`src/rtl/axi4lite_cpu_if_bridge.sv`:
```
// axi4lite_cpu_if_bridge: AXI4-Lite slave to cpu_if master bridge with an access watchdog
// Ports: l_clk/l_reset_n (async active-low); s_axi_aw*/w*/b* write channels;
// s_axi_ar*/r* read channels; l_cpu_if_read/write/address/write_data requests out;
// l_cpu_if_read_data/access_complete completions in.
module axi4lite_cpu_if_bridge #(
  parameter int TIMEOUT_CYCLES = 1024,
  parameter logic [31:0] ERR_RDATA = 32'hDEAD_BEEF
) (
  input  logic        l_clk,
  input  logic        l_reset_n,
  input  logic [31:0] s_axi_awaddr,
  input  logic        s_axi_awvalid,
  output logic        s_axi_awready,
  input  logic [31:0] s_axi_wdata,
  input  logic [3:0]  s_axi_wstrb,
  input  logic        s_axi_wvalid,
  output logic        s_axi_wready,
  output logic [1:0]  s_axi_bresp,
  output logic        s_axi_bvalid,
  input  logic        s_axi_bready,
  input  logic [31:0] s_axi_araddr,
  input  logic        s_axi_arvalid,
  output logic        s_axi_arready,
  output logic [31:0] s_axi_rdata,
  output logic [1:0]  s_axi_rresp,
  output logic        s_axi_rvalid,
  input  logic        s_axi_rready,
  output logic        l_cpu_if_read,
  output logic        l_cpu_if_write,
  output logic [29:0] l_cpu_if_address,
  output logic [31:0] l_cpu_if_write_data,
  input  logic [31:0] l_cpu_if_read_data,
  input  logic        l_cpu_if_access_complete
);
  localparam int CW = (TIMEOUT_CYCLES > 0) ? $clog2(TIMEOUT_CYCLES + 1) : 1;
  typedef enum logic [2:0] {IDLE, WR_ACC, RD_ACC, WR_RESP, RD_RESP} state_t;
  state_t state, state_nxt;
  logic [CW-1:0] cnt;
  logic last_wr, wr_go, rd_go, expire, done, unused;
  assign unused = ^{s_axi_awaddr[1:0], s_axi_araddr[1:0]};
  always_ff @(posedge l_clk or negedge l_reset_n)
    if (!l_reset_n) state <= IDLE;
    else state <= state_nxt;
  always_comb begin
    // on a tie the type not granted last time wins
    wr_go = (state == IDLE) && s_axi_awvalid && s_axi_wvalid && (!s_axi_arvalid || !last_wr);
    rd_go = (state == IDLE) && s_axi_arvalid && !wr_go;
    // request has been up TIMEOUT_CYCLES cycles once this is its last cycle
    expire = (TIMEOUT_CYCLES != 0) && (cnt == CW'(TIMEOUT_CYCLES - 1));
    done = l_cpu_if_access_complete || expire;
    s_axi_awready = wr_go;
    s_axi_wready = wr_go;
    s_axi_arready = rd_go;
    s_axi_bvalid = state == WR_RESP;
    s_axi_rvalid = state == RD_RESP;
    l_cpu_if_write = state == WR_ACC;
    l_cpu_if_read = state == RD_ACC;
    state_nxt = state;
    case (state)
      IDLE:    state_nxt = wr_go ? ((s_axi_wstrb == 4'hF) ? WR_ACC : WR_RESP) : rd_go ? RD_ACC : IDLE;
      WR_ACC:  state_nxt = done ? WR_RESP : WR_ACC;
      RD_ACC:  state_nxt = done ? RD_RESP : RD_ACC;
      WR_RESP: state_nxt = s_axi_bready ? IDLE : WR_RESP;
      RD_RESP: state_nxt = s_axi_rready ? IDLE : RD_RESP;
      default: state_nxt = IDLE;
    endcase
  end
  always_ff @(posedge l_clk or negedge l_reset_n)
    if (!l_reset_n) begin
      cnt <= '0;
      last_wr <= 1'b0;
      l_cpu_if_address <= '0;
      l_cpu_if_write_data <= '0;
      s_axi_bresp <= 2'b00;
      s_axi_rresp <= 2'b00;
      s_axi_rdata <= '0;
    end else begin
      if (wr_go || rd_go) begin
        l_cpu_if_address <= wr_go ? s_axi_awaddr[31:2] : s_axi_araddr[31:2];
        cnt <= '0;
        last_wr <= wr_go;
      end else if (l_cpu_if_write || l_cpu_if_read) cnt <= cnt + 1'b1;
      if (wr_go) begin
        l_cpu_if_write_data <= s_axi_wdata;
        s_axi_bresp <= (s_axi_wstrb == 4'hF) ? 2'b00 : 2'b10;
      end
      // completion beats a same-cycle expiry
      if (l_cpu_if_write && done) s_axi_bresp <= l_cpu_if_access_complete ? 2'b00 : 2'b10;
      if (l_cpu_if_read && done) begin
        s_axi_rresp <= l_cpu_if_access_complete ? 2'b00 : 2'b10;
        s_axi_rdata <= l_cpu_if_access_complete ? l_cpu_if_read_data : ERR_RDATA;
      end
    end
endmodule

```
`config.mk`:
```
export PLATFORM = sky130hd
export DESIGN_NAME = axi4lite_cpu_if_bridge
export DESIGN_NICKNAME = d
export VERILOG_FILES = /design/src/rtl/axi4lite_cpu_if_bridge.sv
export SDC_FILE = /design/constraint.sdc
export NUM_CORES = 1
export LEC_CHECK = 0
export CAP_MARGIN = 10
export CELL_PAD_IN_SITES_DETAIL_PLACEMENT = 2
export CELL_PAD_IN_SITES_GLOBAL_PLACEMENT = 2
export CORE_MARGIN = 4
export CORE_UTILIZATION = 24
export CTS_CLUSTER_DIAMETER = 120
export DETAILED_ROUTE_END_ITERATION = 6
export PLACE_DENSITY_LB_ADDON = 0.1
export SYNTH_ARGS = -nofsm -noshare
export SYNTH_HDL_FRONTEND = slang
export SYNTH_SLANG_ARGS = --single-unit
export TNS_END_PERCENT = 20
```
`constraint.sdc`:
```
create_clock -name l_clk -period 2.4 [get_ports l_clk]
set_clock_uncertainty 0.2 [all_clocks]
set_input_delay 0.48 -clock l_clk [delete_from_list [all_inputs] [get_ports l_clk]]
set_output_delay 0.48 -clock l_clk [all_outputs]
set_load 0.01 [all_outputs]
```
* Word-level counts from Yosys, hierarchy flattened
Index checks and enable logic that the tools add are counted.
** Cells by class
- Add/subtract/negate cells :: 1
- Eq/ne operators :: 6
- Muxes and demuxes :: 16
- Reduce and logical (&&, ||, !) cells :: 17
** Operator list (count)
- 32-bit 2-to-1 mux :: 1
- 30-bit 2-to-1 mux :: 1
- 11-bit 2-to-1 mux :: 2
- 2-bit 2-to-1 mux :: 9
- 3-bit one-hot mux with 5 select lines :: 1
- 11-bit by 1-bit adder with 11-bit output, second input constant :: 1
- 11-bit by 10-bit == test with 1-bit output, second input constant :: 1
- 1-bit logical AND :: 7
- 3-bit by 2-bit == test with 1-bit output, second input constant :: 2
- 3-bit 2-to-1 mux :: 2
- 4-bit == test, second input constant :: 1
- 1-bit logical OR :: 4
- 2-bit nonzero test :: 2
- 3-bit by 1-bit == test with 1-bit output, second input constant :: 1
- 3-bit == test, second input constant :: 1
- 1-bit zero test :: 3
- 3-bit zero test :: 1
** Word-level totals
- Flip-flop bits (word level) :: 113
- Input port bits :: 140
- Output and inout port bits :: 105
- Logic and storage cells :: 48

* Longest topological paths before layout
Gate-level depths: netlist of the first run.
- Depth in word-level cells :: 9
- Gate-level depth with buffers :: 6
- Mapped depth without buffers :: 5

* Worst setup path before layout of the first run
OpenSTA, ideal clock, no wires.
- Path kind :: register to output
- Start point :: register state[1]
- End point :: output port s_axi_wready
- Arrival :: 1235 ps
- Required time :: 1720 ps
- Path slack :: 485 ps
- Cell stages (with the launch flop) :: 6
- Path buffers :: 2
- Path through :: dfrtp_1 nor3_2 nand4_1 buf_2 inv_1 buf_4
** On the way
- Cells in the longest elaborated chain, start to end :: 4
** RTL lines
- start: declaration :: RTL line 37 : state_t state, state_nxt;
- start signal: assignment :: RTL line 43 : else state <= state_nxt;
- 3-bit zero test :: RTL line 46 : wr_go = (state == IDLE) && s_axi_awvalid && s_axi_wvalid && (!s_axi_arvalid || !last_wr);
- 1-bit logical AND (3 in series) :: RTL line 46
- end: declaration :: RTL line 17 : output logic s_axi_wready,
No other way between the ends.

* Worst setup path after layout of the first run
- Start point :: input port s_axi_arvalid
- End point :: output port s_axi_wready
** On the way
- Cells in the longest elaborated chain, start to end :: 3
** RTL lines
- start: declaration :: RTL line 22 : input logic s_axi_arvalid,
- 1-bit zero test :: RTL line 46
- 1-bit logical OR :: RTL line 46
- 1-bit logical AND :: RTL line 46
No other way between the ends.

==> results.sh, run 1 <==
export IMPL_outcome="complete, no violations"
export IMPL_fin_crit_sh_pct=95.8
export IMPL_syn2layout_area_growth_pct=64.8
export IMPL_cts_setup_buffers=0
export IMPL_hold_path_depth=1
export IMPL_worst_pin_slew_ns=0.552
export IMPL_drive_gt1_share_pct=11.4
export IMPL_setup_viol=0
export IMPL_coreArea_sq_um=19000
export IMPL_ff2ff_path_depth=5
export IMPL_drt_total_wl_um=16600
export IMPL_htree_levels=3
export IMPL_initial_core_util_pct=24.8
export IMPL_final_cell_mix="230 x clkdlybuf4s50_1, 111 x dfrtp_1, 44 x nor2_1"
export IMPL_grt_ovfl_total=0
export IMPL_clk_pin_slew_worst_paths_ns=0.07
export IMPL_finalWorstPathRequiredPeriod_ns=2.30
export IMPL_io_pins=245
export IMPL_cp_arrival_ns=1.62
export IMPL_seq_area_frac_synth_pct=59.2
export IMPL_grt_pass1_vias=4544
export IMPL_hold_viol=0
export IMPL_synth_simple_area_share_pct=9.47
export IMPL_cts_sinks=111
export IMPL_antenna_found_initial=0
export IMPL_cp_depth=5
export IMPL_route_vias_total=4005
export IMPL_die_w_um=148
export IMPL_final_nets=760
export IMPL_synth_mux_area_share_pct=14.6
export IMPL_synth_seq_cells=111
export IMPL_hold_start="l_cpu_if_write_data[25]$_DFFE_PN0N_"
export IMPL_grt_max_degree=49
export IMPL_cts_tree="done"
export IMPL_r2r_start="cnt[1]$_DFFE_PN0P_"
export IMPL_use_met3_pct=6.47
export IMPL_crit_chain="clkdlybuf4s50_1 -> nand2_1 -> nand4_1 -> inv_2 -> dlygate4sd2_1"
export IMPL_rr_endpoint="s_axi_rdata[26]$_DFFE_PN0P_"
export IMPL_cp_end_kind="primary output"
export IMPL_hp_class="reg2reg"
export IMPL_ys_warn_count=0
export IMPL_grt_pass1_wl_um=26300
export IMPL_reg2reg_slack_ns=0.23
export IMPL_dp_hpwl_um=12800
export IMPL_drtIter0Drc=125
export IMPL_drv_slew=0
export IMPL_crit_family="buffers and inverters"
export IMPL_clock_path_buffers=2
export IMPL_holdPathEnd="l_cpu_if_write_data[25]$_DFFE_PN0N_"
export IMPL_place_congestion=0.714
export IMPL_drc_errors=0
export IMPL_ys_types=42
export IMPL_totalPowerFinal_w=0.00905
export IMPL_synth_compound_area_share_pct=11.3
export IMPL_finalNonFillerCells=883
export IMPL_antenna_left=0
export IMPL_clkLatencyLatePin_ns=0.35
export IMPL_critPathMaxFanout=3
export IMPL_dpl_cell_count=867
export IMPL_met1_usage_pct=17.7
export IMPL_synth_flop_cell="dfrtp_1"
export IMPL_crit_buf_inv=3
export IMPL_cp_start_kind="input port"
export IMPL_final_common_cell="clkdlybuf4s50_1"
export IMPL_synth_edf_count=0
export IMPL_cts_root_buf="clkbuf_16"
export IMPL_critical_path_max_stage_delay_ns=0.42
export IMPL_rsz0062_at_grt="no"
export IMPL_cts_buffers=9
export IMPL_drt_first_pass_iters=4
export IMPL_synth_cells=373
export IMPL_via_per_inst=4.54
export IMPL_routedWlPerCell_um=18.8
export IMPL_num_rows=50
export IMPL_leakage_nw=3.30
export IMPL_hold_slack_ns=0.294
export IMPL_ir_drop_mv=0.397
export IMPL_avgSynthCellArea_sq_um=12.6
export IMPL_postSynth_asyncResetShare_pct=100
export IMPL_port_buffers=238
export IMPL_cap_violations=0
export IMPL_grt_busiest_layer="met2"
export IMPL_worstPathRequired_ns=1.72
export IMPL_die_h_um=148
export IMPL_criticalPathCategory="in2out"
export IMPL_utilization_pct=40.8
export IMPL_synthesis_area_sq_um=4690
export IMPL_synth_top_family_by_area="multiplexers"
export IMPL_fmax_mhz=435
export IMPL_dieArea_sq_um=21900
export IMPL_worst_path_max_delay_cell="clkdlybuf4s50_1"
export IMPL_n_antenna_cell=0
export IMPL_synth_xor_area_share_pct=1.65
export IMPL_synth_adder_area_share_pct=0.267
export IMPL_p_per_area_nw_per_um2=1170
export IMPL_grt_usage_pct=15.2
export IMPL_relSlewSlack_pct=63.0
export IMPL_gr_usage_met2_pct=25.9
[power breakdown]
group	total [W]	switching [W]	leakage, nW	internal [W]
sequential	0.00322	0.000496	1.30	0.00273
combinational	0.00442	0.00191	1.88	0.00251
clock	0.00140	0.000701	0.121	0.000701
[worst max-delay path by stage]
stage	start	endpoint	slack, ns
2_1_floorplan	state[1]$_DFF_PN0_	s_axi_wready	0.48
3_3_place_gp	s_axi_arvalid	s_axi_wready	-0.25
3_5_place_dp	s_axi_arvalid	s_axi_wready	-0.25
4_1_cts	state[1]$_DFF_PN0_	s_axi_wready	0.06
5_1_grt	state[1]$_DFF_PN0_	s_axi_wready	0.005
6_report	s_axi_arvalid	s_axi_wready	0.1
[routing by layer]
layer	vias up	wire [um]
met5	-	0
met4	0	197
met3	12	1650
met2	150	8260
met1	2021	6520
li1	1822	-
[through the flow]
step	TNS [ns]	worst slack, ns	area, sq um
after floorplan	0	0.485	4700
after global placement	-6.85	-0.250	7450
after detailed placement	-8.13	-0.251	7450
after CTS	0	0.0560	7730
after global routing	0	0.00504	7730
final	0	0.0999	7730
[worst reg2reg max path: stages, from the launching register on]
cell and delay [ns]:
dfrtp_1 0.48, ha_1 0.22, nand3_1 0.23, nor4_4 0.38, o21a_4 0.38, o22a_1 0.21
[layout make-up]
class | count | area (sq um)
Sequential cell | 111 | 2780
Multi-Input combinational cell | 235 | 1770
Clock buffer | 10 | 229
Tap cell | 260 | 325
Fill cell | 2011 | 11200
Inverter | 4 | 15.0
Timing Repair Buffer | 258 | 2580
Clock inverter | 5 | 36.3
[cells in the mapped netlist, types with 2 or more instances]
cell      count  share of area (%)
dfrtp_1     111                 59
nor2_1       44                3.5
a21oi_1      33                3.5
mux2i_1      30                6.4
mux2_2       25                6.0
o22a_1       24                4.5
nand2_1      12               0.96
a22o_1        9                1.7
mux2_1        9                2.2
buf_2         7               0.75
buf_4         7                1.1
xnor2_1       7                1.3
nand4_1       6               0.80
buf_1         4               0.32
clkbuf_1      4               0.32
inv_1         4               0.32
nor4_1        4               0.53
nor2b_1       3               0.40
nor3b_1       3               0.48
buf_8         2               0.64
nand3_1       2               0.21
nor3_2        2               0.43
nor4b_2       2               0.64
[state kept, by name, summed over array words and instances, names as in the netlist]
name	cells
s_axi_rdata	32
s_axi_bresp	1
state	3
cnt	11
l_cpu_if_address	30
last_wr	1
l_cpu_if_write_data	32
s_axi_rresp	1
[kinds of logic (layout without fill, tap and decap cells)]
| family | Yosys count | in the layout |
|---|---|---|
| buffers and inverters | 28 | 277 |
| muxes | 64 | 64 |
| other | 1 | 2 |
| DFF | 111 | 111 |
| xor gates and xnor gates | 8 | 8 |
| AOI/OAI and AO/OA | 75 | 75 |
| and+or+nand+nor | 85 | 85 |
| adders and majority gates | 1 | 1 |
[repair_timing]
item | 4_1_cts | 5_1_grt
resized for setup | 9 | 1
hold endpoints to repair | 29 | 0
hold buffers | 1 | 0
setup endpoints to repair | 7 | 1
(Power assumes the default switching activity.)
==> inputs of run 2 (changes only) <==
- SETUP_SLACK_MARGIN: unset -> 0.15
==> run 2 against run 1 <==
Against the previous run:
- via count barely moved
- cell count up 0.11%
- first-iteration DRC count decreased by 3.2%
- critical path type is now reg2out
- critical endpoint is now s_axi_rvalid
- count of clock-buffer cells in the layout is the same
- sequential power about the same
==> results.sh, run 2 (same netlist as run 1, synthesis figures left out) <==
export IMPL_clkLatencyLatePin_ns=0.35
export IMPL_final_nets=761
export IMPL_cp_start_kind="flop"
export IMPL_hp_class="reg2reg"
export IMPL_finalWorstPathRequiredPeriod_ns=2.25
export IMPL_critPathMaxFanout=13
export IMPL_coreArea_sq_um=19000
export IMPL_combPwrFrac_pct=49.1
export IMPL_die_w_um=148
export IMPL_drv_slew=0
export IMPL_p_per_area_nw_per_um2=1170
export IMPL_cts_buffers=9
export IMPL_route_vias_total=4007
export IMPL_grt_pass1_wl_um=26300
export IMPL_initial_core_util_pct=24.8
export IMPL_via_per_inst=4.53
export IMPL_p_int_w=0.00595
export IMPL_antenna_found_initial=0
export IMPL_io_pins=245
export IMPL_grt_max_degree=49
export IMPL_grt_usage_pct=15.2
export IMPL_grt_pass1_vias=4544
export IMPL_p_switching_w=0.00313
export IMPL_relSlewSlack_pct=62.5
export IMPL_cts_tree="done"
export IMPL_port_buffers=238
export IMPL_worstPathRequired_ns=1.72
export IMPL_final_common_cell="clkdlybuf4s50_1"
export IMPL_clkPwrFrac_pct=15.4
export IMPL_drc_errors=0
export IMPL_seqPwrFrac_pct=35.4
export IMPL_num_rows=50
export IMPL_cap_violations=0
export IMPL_drtIter0Drc=121
export IMPL_hold_viol=0
export IMPL_place_area_sq_um=7450
export IMPL_utilization_pct=40.9
export IMPL_grt_ovfl_total=0
export IMPL_ir_drop_mv=0.397
export IMPL_fmax_mhz=444
export IMPL_cp_end_kind="primary output"
export IMPL_n_fill_cell=2010
export IMPL_n_antenna_cell=0
export IMPL_rsz0062_at_grt="yes"
export IMPL_clk_pin_slew_worst_paths_ns=0.08
export IMPL_drt_total_wl_um=17000
export IMPL_routedWlPerCell_um=19.2
export IMPL_place_congestion=0.714
export IMPL_worst_pin_slew_ns=0.560
export IMPL_dieArea_sq_um=21900
export IMPL_criticalPathCategory="reg2out"
export IMPL_cts_root_buf="clkbuf_16"
export IMPL_hold_slack_ns=0.295
export IMPL_reg_largest_list="l_cpu_if_write_data (32), s_axi_rdata (32), l_cpu_if_address (30)"
export IMPL_fin_crit_sh_pct=93.8
export IMPL_final_cell_mix="230 x clkdlybuf4s50_1, 111 x dfrtp_1, 44 x nor2_1"
export IMPL_cts_sinks=111
export IMPL_die_h_um=148
export IMPL_setup_viol=0
export IMPL_cts_setup_buffers=0
export IMPL_htree_levels=3
export IMPL_antenna_left=0
export IMPL_dp_hpwl_um=12800
export IMPL_syn2layout_area_growth_pct=65.4
export IMPL_leakage_nw=3.31
export IMPL_drt_first_pass_iters=4
export IMPL_swShare_pct=34.5
export IMPL_cp_arrival_ns=1.57
export IMPL_outcome="complete, no violations"
export IMPL_drive_gt1_share_pct=12.3
export IMPL_clock_path_buffers=2
export IMPL_design_area_sq_um=7760
-- run 2: cell count changes in the layout (fill, tap and decap cells not counted), sizes merged --
cell and change:
clkbuf +4, dlygate4sd2 -5, clkdlybuf4s15 +1, buf +1
-- run 2: layer usage --
layer  up-vias  wire length, um  global-route usage (%)
met2       150             8410                    25.9
met4         0              197                    4.30
met5         -                0                       0
li1       1821                -                       -
met3        12             1640                    6.47
met1      2024             6740                    17.7
-- run 2: timing repair --
action	in CTS	in global routing
endpoints found under the hold margin	29	0
cloned	0	1
setup endpoints to repair	7	86
hold buffers	1	0
resized for setup	9	16
-- run 2: stage by stage --
stage	worst slack [ns]	TNS [ns]	cells	total power, W
after floorplan	0.485	0	374	0.00514
after global placement	-0.250	-6.85	867	0.00759
after detailed placement	-0.251	-8.13	867	0.00779
after CTS	0.0560	0	883	0.00924
after global routing	0.0557	0	884	0.00974
final	0.149	0	884	0.00909
-- run 2: worst max-delay path, stage by stage, from the launching register on --
cell and delay [ns]:
dfrtp_1 0.41, buf_4 0.24, nor3b_1 0.25, dlygate4sd2_1 0.32
-- run 2: layout make-up --
type | instances | area, sq um | share of cell area, %
clock buffers | 10 | 229 | 2.95
clock inverters | 5 | 36.3 | 0.468
inverters | 4 | 15.0 | 0.193
multi-input cells | 235 | 1770 | 22.9
flip-flops and latches | 111 | 2780 | 35.8
well taps | 260 | 325 | 4.19
repair buffers | 259 | 2600 | 33.5
-- run 2: power by group through the flow --
stage / clock, W / combinational [W] / sequential (W)
5_1_grt: 0.00154 / 0.00485 / 0.00335
3_3_place_gp: 0 / 0.00441 / 0.00318
6_report: 0.00140 / 0.00447 / 0.00322
3_5_place_dp: 0 / 0.00453 / 0.00326
2_1_floorplan: 0 / 0.00155 / 0.00359
4_1_cts: 0.00147 / 0.00453 / 0.00324
-- run 2: final timing paths --
kind | from | endpoint | slack (ns) | cells past startpoint
hold / removal | l_cpu_if_write_data[25]$_DFFE_PN0N_ | l_cpu_if_write_data[25]$_DFFE_PN0N_ | 0.29 | 1
min in group asynchronous | l_reset_n | l_cpu_if_write_data[30]$_DFFE_PN0N_ | 0.43 | 2
setup / recovery | state[2]$_DFF_PN0_ | s_axi_rvalid | 0.15 | 3
hold reg to reg | l_cpu_if_write_data[25]$_DFFE_PN0N_ | l_cpu_if_write_data[25]$_DFFE_PN0N_ | 0.29 | 1
setup reg to reg | cnt[1]$_DFFE_PN0P_ | s_axi_rdata[26]$_DFFE_PN0P_ | 0.25 | 5
max in group asynchronous | l_reset_n | l_cpu_if_write_data[17]$_DFFE_PN0N_ | 0.86 | 3
==> inputs of run 3 (changes only) <==
- CELL_PAD_IN_SITES_DETAIL_PLACEMENT: 2 -> 1
- CELL_PAD_IN_SITES_GLOBAL_PLACEMENT: 2 -> 1
- CORE_UTILIZATION: 24 -> 30
==> run 3 against run 2 <==
Against the previous run:
- wire length is 13% lower
- critical path depth unchanged
- sequential power about the same
- register-to-register slack about the same
- die area down 19%
- count of clock-buffer cells in the layout grew 1
- first-iteration DRC count shrank 17%
- power decreased by 0.61%
- via count is 3.8% lower
- cell count is 5.5% lower
==> results.sh, run 3 (same netlist as run 1, synthesis figures left out) <==
export IMPL_fmax_mhz=458
export IMPL_grt_ovfl_total=0
export IMPL_final_cell_mix="230 x clkdlybuf4s50_1, 111 x dfrtp_1, 44 x nor2_1"
export IMPL_dp_hpwl_um=11500
export IMPL_drc_errors=0
export IMPL_ff_latch_area_sq_um=2780
export IMPL_drtIter0Drc=100
export IMPL_cp_start_kind="flop"
export IMPL_reg_largest_list="l_cpu_if_write_data (32), s_axi_rdata (32), l_cpu_if_address (30)"
export IMPL_die_h_um=133
export IMPL_hold_viol=0
export IMPL_n_fill_cell=1616
export IMPL_drt_total_wl_um=14800
export IMPL_syn2layout_area_growth_pct=63.8
export IMPL_finalWorstPathRequiredPeriod_ns=2.18
export IMPL_drt_first_pass_iters=4
export IMPL_cts_buffers=9
export IMPL_num_rows=45
export IMPL_io_pins=245
export IMPL_p_per_area_nw_per_um2=1170
export IMPL_outcome="complete, no violations"
export IMPL_coreArea_sq_um=15300
export IMPL_port_buffers=238
export IMPL_grt_max_degree=51
export IMPL_critPathMaxFanout=13
export IMPL_leakage_nw=3.32
export IMPL_cp_arrival_ns=1.50
export IMPL_fin_ws_ns=0.217
export IMPL_dp_worst_setup_slack_ns=-0.200
export IMPL_cts_tree="done"
export IMPL_htree_levels=3
export IMPL_hold_path_depth=1
export IMPL_clk_pin_slew_worst_paths_ns=0.08
export IMPL_routedWlPerCell_um=17.8
export IMPL_multi_input_area_sq_um=1780
export IMPL_place_congestion=0.735
export IMPL_antenna_found_initial=0
export IMPL_ff2ff_path_depth=5
export IMPL_cts_sinks=111
export IMPL_final_nets=760
export IMPL_fin_crit_sh_pct=91.0
export IMPL_finalSetupTns_ns=0
export IMPL_via_per_inst=4.62
export IMPL_grt_usage_pct=16.8
export IMPL_relSlewSlack_pct=63.1
export IMPL_die_w_um=133
export IMPL_initial_core_util_pct=30.8
export IMPL_cap_violations=0
export IMPL_route_vias_total=3855
export IMPL_cts_root_buf="clkbuf_16"
export IMPL_drive_gt1_share_pct=12.5
export IMPL_worstPathRequired_ns=1.72
export IMPL_rsz0062_at_grt="yes"
export IMPL_ir_drop_mv=0.648
export IMPL_worst_pin_slew_ns=0.550
export IMPL_n_antenna_cell=0
export IMPL_clock_path_buffers=2
export IMPL_criticalPathCategory="reg2out"
export IMPL_hp_class="reg2reg"
export IMPL_clkLatencyLatePin_ns=0.36
export IMPL_dieArea_sq_um=17700
export IMPL_cp_end_kind="primary output"
export IMPL_grt_pass1_vias=4292
export IMPL_grt_pass1_wl_um=23600
export IMPL_drv_slew=0
export IMPL_setup_viol=0
export IMPL_utilization_pct=50.4
export IMPL_final_common_cell="clkdlybuf4s50_1"
export IMPL_antenna_left=0
run 3: cell count changes in the layout (fill, tap and decap cells not counted), moves of 3 or more:
cell	previous run	this run
buf_2	0	4
clkbuf_2	3	0
clkinvlp_4	3	0
inv_6	0	3
run 3: final timing paths:
| check | to | start | slack, ns |
|---|---|---|---|
| min in group asynchronous | cnt[3]$_DFFE_PN0P_ | l_reset_n | 0.42 |
| min reg2reg | l_cpu_if_write_data[24]$_DFFE_PN0N_ | l_cpu_if_write_data[24]$_DFFE_PN0N_ | 0.29 |
| min | l_cpu_if_write_data[24]$_DFFE_PN0N_ | l_cpu_if_write_data[24]$_DFFE_PN0N_ | 0.29 |
| max reg2reg | s_axi_rdata[31]$_DFFE_PN0P_ | cnt[1]$_DFFE_PN0P_ | 0.26 |
| max | s_axi_rvalid | state[2]$_DFF_PN0_ | 0.22 |
| max in group asynchronous | l_cpu_if_address[14]$_DFFE_PN0N_ | l_reset_n | 0.98 |
run 3: layout make-up:
cell class              instances  area share [%]
flip-flops and latches        111            36.1
repair buffers                258            33.3
multi-input cells             235            23.1
well taps                     211            3.43
clock buffers                  11            3.16
clock inverters                 5           0.602
inverters                       4           0.195
run 3: through the flow:
| step | hold slack, ns | total power, W | instance area, sq um | std cells |
|---|---|---|---|---|
| after detailed placement | 0.275 | 0.00765 | 7380 | 817 |
| after CTS | 0.295 | 0.00920 | 7700 | 834 |
| after floorplan | -0.0156 | 0.00514 | 4700 | 374 |
| final | 0.292 | 0.00903 | 7690 | 835 |
| after global routing | 0.317 | 0.00965 | 7690 | 835 |
| after global placement | 0.268 | 0.00749 | 7380 | 817 |
run 3: critical path: stages (launching register included):
cell	delay (ns)
dfrtp_1	0.40
buf_4	0.23
nor3b_2	0.21
dlygate4sd2_1	0.30
run 3: where the power goes:
part | switching, W | internal [W] | total [W]
clock network | 0.000734 | 0.000756 | 0.00149
registers | 0.000481 | 0.00272 | 0.00320
logic | 0.00185 | 0.00248 | 0.00434
run 3: metal layers:
layer	GRT usage (%)	vias to the layer above	share of wire (%)
met1	19.2	1865	40
met3	8.25	12	11
met4	4.16	0	1.0
li1	-	1825	-
met5	0	-	0
met2	28.3	153	49
run 3: timing repair:
item	in CTS	in global routing
resized for setup	20	5
hold endpoints to repair	29	0
setup endpoints to repair	7	28
pin swaps	0	2
hold buffers	1	0
gates cloned	0	0
buffers inserted	0	1
